## config.mk

```make
export PLATFORM = sky130hd
export DESIGN_NAME = univ_shift_reg
export DESIGN_NICKNAME = d
export VERILOG_FILES = /design/src/rtl/shreg_pkg.sv /design/src/rtl/shreg_cnt.sv /design/src/rtl/univ_shift_reg.sv
export SDC_FILE = /design/constraint.sdc
export NUM_CORES = 1
export LEC_CHECK = 0
export CAP_MARGIN = 20
export CORE_UTILIZATION = 45
export DETAILED_ROUTE_END_ITERATION = 8
export DONT_BUFFER_PORTS = 1
export GPL_ROUTABILITY_DRIVEN = 0
export HOLD_SLACK_MARGIN = 0.12
export PLACE_DENSITY = 0.63
export SETUP_SLACK_MARGIN = 0.15
export SLEW_MARGIN = 20
export SYNTH_ARGS = -nofsm -noshare
export SYNTH_HDL_FRONTEND = slang
export SYNTH_SLANG_ARGS = --single-unit
export TNS_END_PERCENT = 5
```

## constraint.sdc

```tcl
create_clock -name clk -period 3.78 [get_ports clk]
set_input_delay 0.756 -clock clk [delete_from_list [all_inputs] [get_ports clk]]
set_output_delay 0.756 -clock clk [all_outputs]
set_load 0.005 [all_outputs]
```

## src/rtl/shreg_pkg.sv

```systemverilog
// Shared constants for the universal shift register: the mode encoding used on the mode port.
package shreg_pkg;

  localparam logic [1:0] MODE_HOLD = 2'b00;
  localparam logic [1:0] MODE_SHR  = 2'b01;
  localparam logic [1:0] MODE_SHL  = 2'b10;
  localparam logic [1:0] MODE_LOAD = 2'b11;

endpackage : shreg_pkg

```

## src/rtl/shreg_cnt.sv

```systemverilog
// Shift counter for univ_shift_reg. Counts increments modulo WIDTH and pulses o_done for one
// cycle on the increment that wraps the count back to zero. A clear discards the partial count.
module shreg_cnt #(
  parameter int unsigned  WIDTH = 8,
  localparam int unsigned CNT_W = $clog2(WIDTH)
) (
  input  logic             i_clk,
  input  logic             i_reset,
  input  logic             i_inc,
  input  logic             i_clr,
  output logic [CNT_W-1:0] o_cnt,
  output logic             o_done
);

  localparam logic [CNT_W-1:0] LAST = CNT_W'(WIDTH - 1);

  logic [CNT_W-1:0] r_cnt;
  logic             r_done;
  logic [CNT_W-1:0] w_cnt_next;
  logic             w_done_next;

  // Next count: clear beats increment, so a load on the wrap cycle issues no done pulse.
  always_comb begin
    w_cnt_next  = r_cnt;
    w_done_next = 1'b0;
    if (i_clr) begin
      w_cnt_next = '0;
    end else if (i_inc) begin
      if (r_cnt == LAST) begin
        w_cnt_next  = '0;
        w_done_next = 1'b1;
      end else begin
        w_cnt_next = r_cnt + 1'b1;
      end
    end
  end

  // Count and done registers with synchronous reset.
  always_ff @(posedge i_clk) begin
    if (i_reset) begin
      r_cnt  <= '0;
      r_done <= 1'b0;
    end else begin
      r_cnt  <= w_cnt_next;
      r_done <= w_done_next;
    end
  end

  assign o_cnt  = r_cnt;
  assign o_done = r_done;

endmodule : shreg_cnt

```

## src/rtl/univ_shift_reg.sv

```systemverilog
// WIDTH-bit universal register: hold, shift right, shift left, parallel load, with both serial
// ends exposed for chaining and a shift counter that pulses cnt_done every WIDTH shifts.
// Optional feature macro SHREG_ROTATE_EN: adds the rot port; rot=1 makes shifts rotate.
module univ_shift_reg
  import shreg_pkg::*;
#(
  parameter int unsigned       WIDTH     = 8,
  parameter logic [WIDTH-1:0]  RESET_VAL = '0,
  localparam int unsigned      CNT_W     = $clog2(WIDTH)
) (
  input  logic             clk,
  input  logic             reset,
  input  logic [1:0]       mode,
  input  logic [WIDTH-1:0] d,
  input  logic             sin_msb,
  input  logic             sin_lsb,
`ifdef SHREG_ROTATE_EN
  input  logic             rot,
`endif
  output logic [WIDTH-1:0] q,
  output logic             sout_msb,
  output logic             sout_lsb,
  output logic [CNT_W-1:0] shift_cnt,
  output logic             cnt_done
);

  logic [WIDTH-1:0] r_q;
  logic [WIDTH-1:0] w_q_next;
  logic             w_msb_in;
  logic             w_lsb_in;
  logic             w_shift;
  logic             w_load;

  // Bits entering the register on a shift: serial inputs, or the opposite end when rotating.
`ifdef SHREG_ROTATE_EN
  assign w_msb_in = rot ? r_q[0]       : sin_msb;
  assign w_lsb_in = rot ? r_q[WIDTH-1] : sin_lsb;
`else
  assign w_msb_in = sin_msb;
  assign w_lsb_in = sin_lsb;
`endif

  // Decode the mode into the next register value and the counter controls.
  always_comb begin
    w_q_next = r_q;
    w_shift  = 1'b0;
    w_load   = 1'b0;
    unique case (mode)
      MODE_HOLD: w_q_next = r_q;
      MODE_SHR: begin
        w_q_next = {w_msb_in, r_q[WIDTH-1:1]};
        w_shift  = 1'b1;
      end
      MODE_SHL: begin
        w_q_next = {r_q[WIDTH-2:0], w_lsb_in};
        w_shift  = 1'b1;
      end
      MODE_LOAD: begin
        w_q_next = d;
        w_load   = 1'b1;
      end
      default: w_q_next = r_q;
    endcase
  end

  // Data register; reset overrides any mode in the same cycle.
  always_ff @(posedge clk) begin
    if (reset) begin
      r_q <= RESET_VAL;
    end else begin
      r_q <= w_q_next;
    end
  end

  shreg_cnt #(
    .WIDTH (WIDTH)
  ) u_cnt (
    .i_clk   (clk),
    .i_reset (reset),
    .i_inc   (w_shift),
    .i_clr   (w_load),
    .o_cnt   (shift_cnt),
    .o_done  (cnt_done)
  );

  assign q        = r_q;
  assign sout_msb = r_q[WIDTH-1];
  assign sout_lsb = r_q[0];

endmodule : univ_shift_reg

```

==> metrics.csv <==
metric,value,unit
outcome,completed,
vias,519,
grt_pass1_wl,1990,microns
grtUsageTotal,18.5,%
die_h,40.0,microns
final_hold_viol_count,0,
peakVddDrop,0.160,mV
layout_min_cycle_time,1.65,ns
power,0.282,mW
area_delta_synth_final,4.05,%
globalRouteOverflowTotal,0,
power_per_cell_area,417,nW/um^2
hold_path_class,flop to flop,
cts_made_buffers,3,
synth_seq_area_share,37.0,%
wl_per_cell,14.9,microns
core_area,1320,sq um
grt_pass1_vias,490,
synth_cells,70,
cts_tree,yes,
synth_nets,90,
dieArea,1600,sq um
setup_violations,0,
dr.pass1.iters,4,
power.leakage,0.261,nW
timing.fmax,607,MHz
dieWidth,40.0,microns
rsz0062_at_grt,false,
critPathCaptureType,flop,
synth_area_per_cell,9.28,sq um
cts_buffer_depth,2,
hold_buffers,0,
drive_gt1_share,10.1,%
post_cts_buffers,0,
synthTopCellsByArea,"dfxtp_1 37%, a221oi_1 19%, ha_1 12%",
yosys.area.top_type,dfxtp_1,
cts-root-buf,clkbuf_4,
worst_setup_path_start_kind,input pin,
grt_max_degree,17,
io_pins,28,
worstPathMaxFanout,11,
period_share,43.6,%
synth_warnings,0,
max_slew.worst_pin.slew,0.522,ns
place_inst,80,
port_buffers,0,
syn_area,649,sq um
ys_seq_elements,12,
antenna_found_initial,0,
ys.flop_type,dfxtp_1,
synth_common_cells,"14 x a221oi_1, 12 x dfxtp_1, 11 x inv_1, 8 x nand2_1, 6 x ha_1",
antenna_left,0,
hpwl,910,microns
yosysMostFrequentCell,a221oi_1,
drt_iter0_drc,15,
post_layout_nonfiller_instances,84,
clkSlewWorstSetupHoldPaths,0.08,ns
slew_violations,0,
yosys.cell_types.count,15,
async_flop_share,0,%
nets,90,
whs,0.522,ns
fill_cells,126,
skew,0.00267,ns
relSlewSlack,65.2,%
htreeDepth,1,
crit_arrival,1.83,ns
row_count,13,
vias_per_cell,6.18,
fin_setup_tns,0,ns
synth_top_cell_area_share,37.0,%
cp.required,3.96,ns
postLayoutCoreUtil,51.3,%
insertion_delay,0.27,ns
synth_edf_count,0,
cts_resized,0,
drc,0,
crit_type,input pin to flop,
drv_cap,0,
cts.sinks,12,
start_util,49.3,%
wl,1250,microns
antenna_cells,0,
## through the flow
step	area, sq um	setup WS (ns)
2_1_floorplan	649	2.06
3_3_place_gp	639	1.90
3_5_place_dp	639	1.84
4_1_cts	676	2.14
5_1_grt	676	2.04
6_report	676	2.13
## placed cells by master (no fill, tap or decap)
master	Yosys	routed
a221oi_1	14	14
dfxtp_1	12	12
inv_1	11	11
nand2_1	8	8
ha_1	6	6
nor3_1	4	4
a21oi_1	3	3
clkbuf_4	0	3
mux2i_1	2	2
nor3b_1	2	2
o21a_4	1	1
nor2_4	1	1
a221oi_2	1	1
clkbuf_8	0	1
## state kept, by name, indices dropped and copies added, names as in the netlist
register and cells:
u_cnt.o_cnt 3, q 8, u_cnt.o_done 1
## critical path, cell delays in order
cell      delay (ns)
inv_1           0.06
ha_1            0.42
o21a_4          0.24
a21oi_1         0.09
a221oi_2        0.26
## layer usage
| metal | GRT usage, % | up-vias | wire length, microns |
|---|---|---|---|
| met3 | 8.33 | 2 | 71 |
| li1 | - | 255 | - |
| met1 | 19.6 | 249 | 521 |
| met4 | 7.76 | 0 | 6 |
| met5 | 0 | - | 0 |
| met2 | 31.5 | 13 | 649 |
## layout make-up
cell class	instances	area, sq um	share of cell area [%]
well taps	15	18.8	2.78
inverters	11	41.3	6.11
flip-flops and latches	12	240	35.6
clock buffers	4	36.3	5.37
multi-input cells	42	339	50.2
## report_power, final
group / switching [mW] / internal, mW
clock: 0.0426 / 0.0585
combinational: 0.0188 / 0.0171
sequential: 0.0102 / 0.134
total: 0.0716 / 0.210
## worst paths after layout
check / start / to / slack (ns) / cells after the start
hold reg to reg: q[2] / q[2] / 0.52 / 2
setup reg to reg: u_cnt.o_cnt[0] / u_cnt.o_cnt[0] / 2.60 / 5
hold / removal: q[2] / q[2] / 0.52 / 2
setup / recovery: mode[0] / q[7] / 2.13 / 5
## cell families after synthesis
group / after synthesis / synth area share, %
multiplexers: 2 / 3.08
buffers and inverters: 16 / 10.8
flip-flops: 12 / 37.0
adder cells (fa/ha/maj): 6 / 11.6
AND/OR/NAND/NOR: 15 / 11.8
AO/OA/AOI/OAI: 19 / 25.8
No activity file was read; power rests on OpenSTA's default activity.
==> patch, RTL diff (same settings) <==
`WIDTH` is set to 8 in 2 places; all go to 16.
--- a/src/rtl/shreg_cnt.sv
+++ b/src/rtl/shreg_cnt.sv
@@ -1,7 +1,7 @@
 // Shift counter for univ_shift_reg. Counts increments modulo WIDTH and pulses o_done for one
 // cycle on the increment that wraps the count back to zero. A clear discards the partial count.
 module shreg_cnt #(
-  parameter int unsigned  WIDTH = 8,
+  parameter int unsigned  WIDTH = 16,
   localparam int unsigned CNT_W = $clog2(WIDTH)
 ) (
   input  logic             i_clk,
--- a/src/rtl/univ_shift_reg.sv
+++ b/src/rtl/univ_shift_reg.sv
@@ -4,7 +4,7 @@
 module univ_shift_reg
   import shreg_pkg::*;
 #(
-  parameter int unsigned       WIDTH     = 8,
+  parameter int unsigned       WIDTH     = 16,
   parameter logic [WIDTH-1:0]  RESET_VAL = '0,
   localparam int unsigned      CNT_W     = $clog2(WIDTH)
 ) (
Interface: changed (resized d, q and shift_cnt); port bits go from 28 to 45. No check against the original RTL was run, so the function may have changed too.
==> patch against the unedited design <==
Final area grew 63%; sequential cell count grew 9; fmax shrank 14%; combinational power grew 65%; wire length grew 86%; setup slack lost 270 ps; utilization shrank 2.8 points; clock power grew 7%; power grew 50%; area after synthesis grew 71%.
==> patch: results (changes against the unedited design) <==
Parameter                              Value

Logic synthesis
  Synthesized netlist cell count    124 (+77%)
  Share of the synthesized area in the top cell type    0.378 (+0.00759)
  Leading cell types by total area after synthesis    sky130_fd_sc_hd__dfxtp_1, sky130_fd_sc_hd__a221oi_1, sky130_fd_sc_hd__nand2_1
  Distinct cell type count of the synthesized netlist    24 (+9)
  Sequential area share after synthesis    0.378 (+0.00759)
  Most numerous cell types in the synthesized netlist    sky130_fd_sc_hd__a221oi_1, sky130_fd_sc_hd__dfxtp_1, sky130_fd_sc_hd__nand2_1, sky130_fd_sc_hd__inv_1

GRT
  GRT met3 Usage    0.105 (+0.0219)
  First-pass GRT wire length    3850 um (+94%)
  GRT Resource Usage Total    0.196 (+0.0107)
  Global-route met1 utilization    0.243 (+0.0473)
  Global Route met2 Usage    0.292 (-0.0223)
  Via count of the first global-routing pass    855 (+74%)
  Largest net degree at the start of global routing    33 (+16)

Placed design
  Inst Count DP    141 (+76%)
  Cell area after placement    1070 sq um (+68%)
  HPWL reported at the end of detailed placement    1650 um (+81%)

Min path
  Capture endpoint of the worst hold path    q[15]
  Hold Path Origin    reset
  Cells on Worst Hold Path    1 (-1)
  Class of the most critical hold timing path    input port to flop

Timing
  Relative slew margins    0.518 (-0.134)
  Final worst slack    1860 ps (-274 ps)
  Post-route clock skew    3.56 ps (+0.888 ps)

Cells and area
  Number of multi-input combinational cells    74 (+76%)
  Multi-input combinational area share    0.502 (about the same)
  Register area    420 sq um (+75%)
  Share of final layout cell area taken by clock buffers and inverters    0.0238 (-0.0299)
  Number of flip-flops under the largest register name    16 (+8)
  Fraction of final layout cells with drive strength greater than 1    0.0769 (-0.0245)

Critical path
  Count of cells along the worst register-to-register path    3 (-2)
  Launch point of the worst reg-to-reg path    u_cnt.o_cnt[2]
  Stage delay of the slowest cell on the critical path    630 ps (+210 ps)
  Crit path to    q[15]
  Critical R2R Capture    u_cnt.o_cnt[3]

Drt
  Vias after detailed routing    905 (+74%)
  Detailed route wirelength on metal2    1010 um (+55%)
  Final Routed Wirelength    2320 um (+86%)
  Routed length on met1    1060 um (+100%)

Pwr
  Flop pwr share    0.605 (+0.091)
  Switching share of power    0.281 (+0.0265)
  Seq pwr    256 uW (+77%)
  Proportion of power drawn by combinational gates    0.140 (+0.013)
  Worst IR Drop VDD    0.000239 V (+49%)

Outcome
  Run status    complete, no violations

Clocking
  Worst-skew pair later-pin latency    300 ps (+30 ps)

Floorplan
  CORE AREA    2280 sq um (+73%)
[patch: cell types whose count changed after synthesis, moves of 3 or more]
| cell | change |
|---|---|
| sky130_fd_sc_hd__inv_1 | +7 |
| sky130_fd_sc_hd__nor3_1 | -3 |
| sky130_fd_sc_hd__dfxtp_1 | +9 |
| sky130_fd_sc_hd__nand2_1 | +11 |
| sky130_fd_sc_hd__clkbuf_1 | +3 |
| sky130_fd_sc_hd__a221oi_1 | +14 |
| sky130_fd_sc_hd__buf_6 | +3 |
[patch: cells by family (layout without fill, tap and decap cells)]
| group | Yosys count | in the layout | synth area share |
|---|---|---|---|
| and+or+nand+nor | 29 | 29 | 0.120 |
| xor gates and xnor gates | 1 | 1 | 0.00787 |
| muxes | 1 | 1 | 0.00899 |
| buffers and inverters | 29 | 22 | 0.128 |
| AOI/OAI and AO/OA | 38 | 38 | 0.301 |
| DFF | 21 | 21 | 0.378 |
| adders and majority gates | 5 | 5 | 0.0562 |
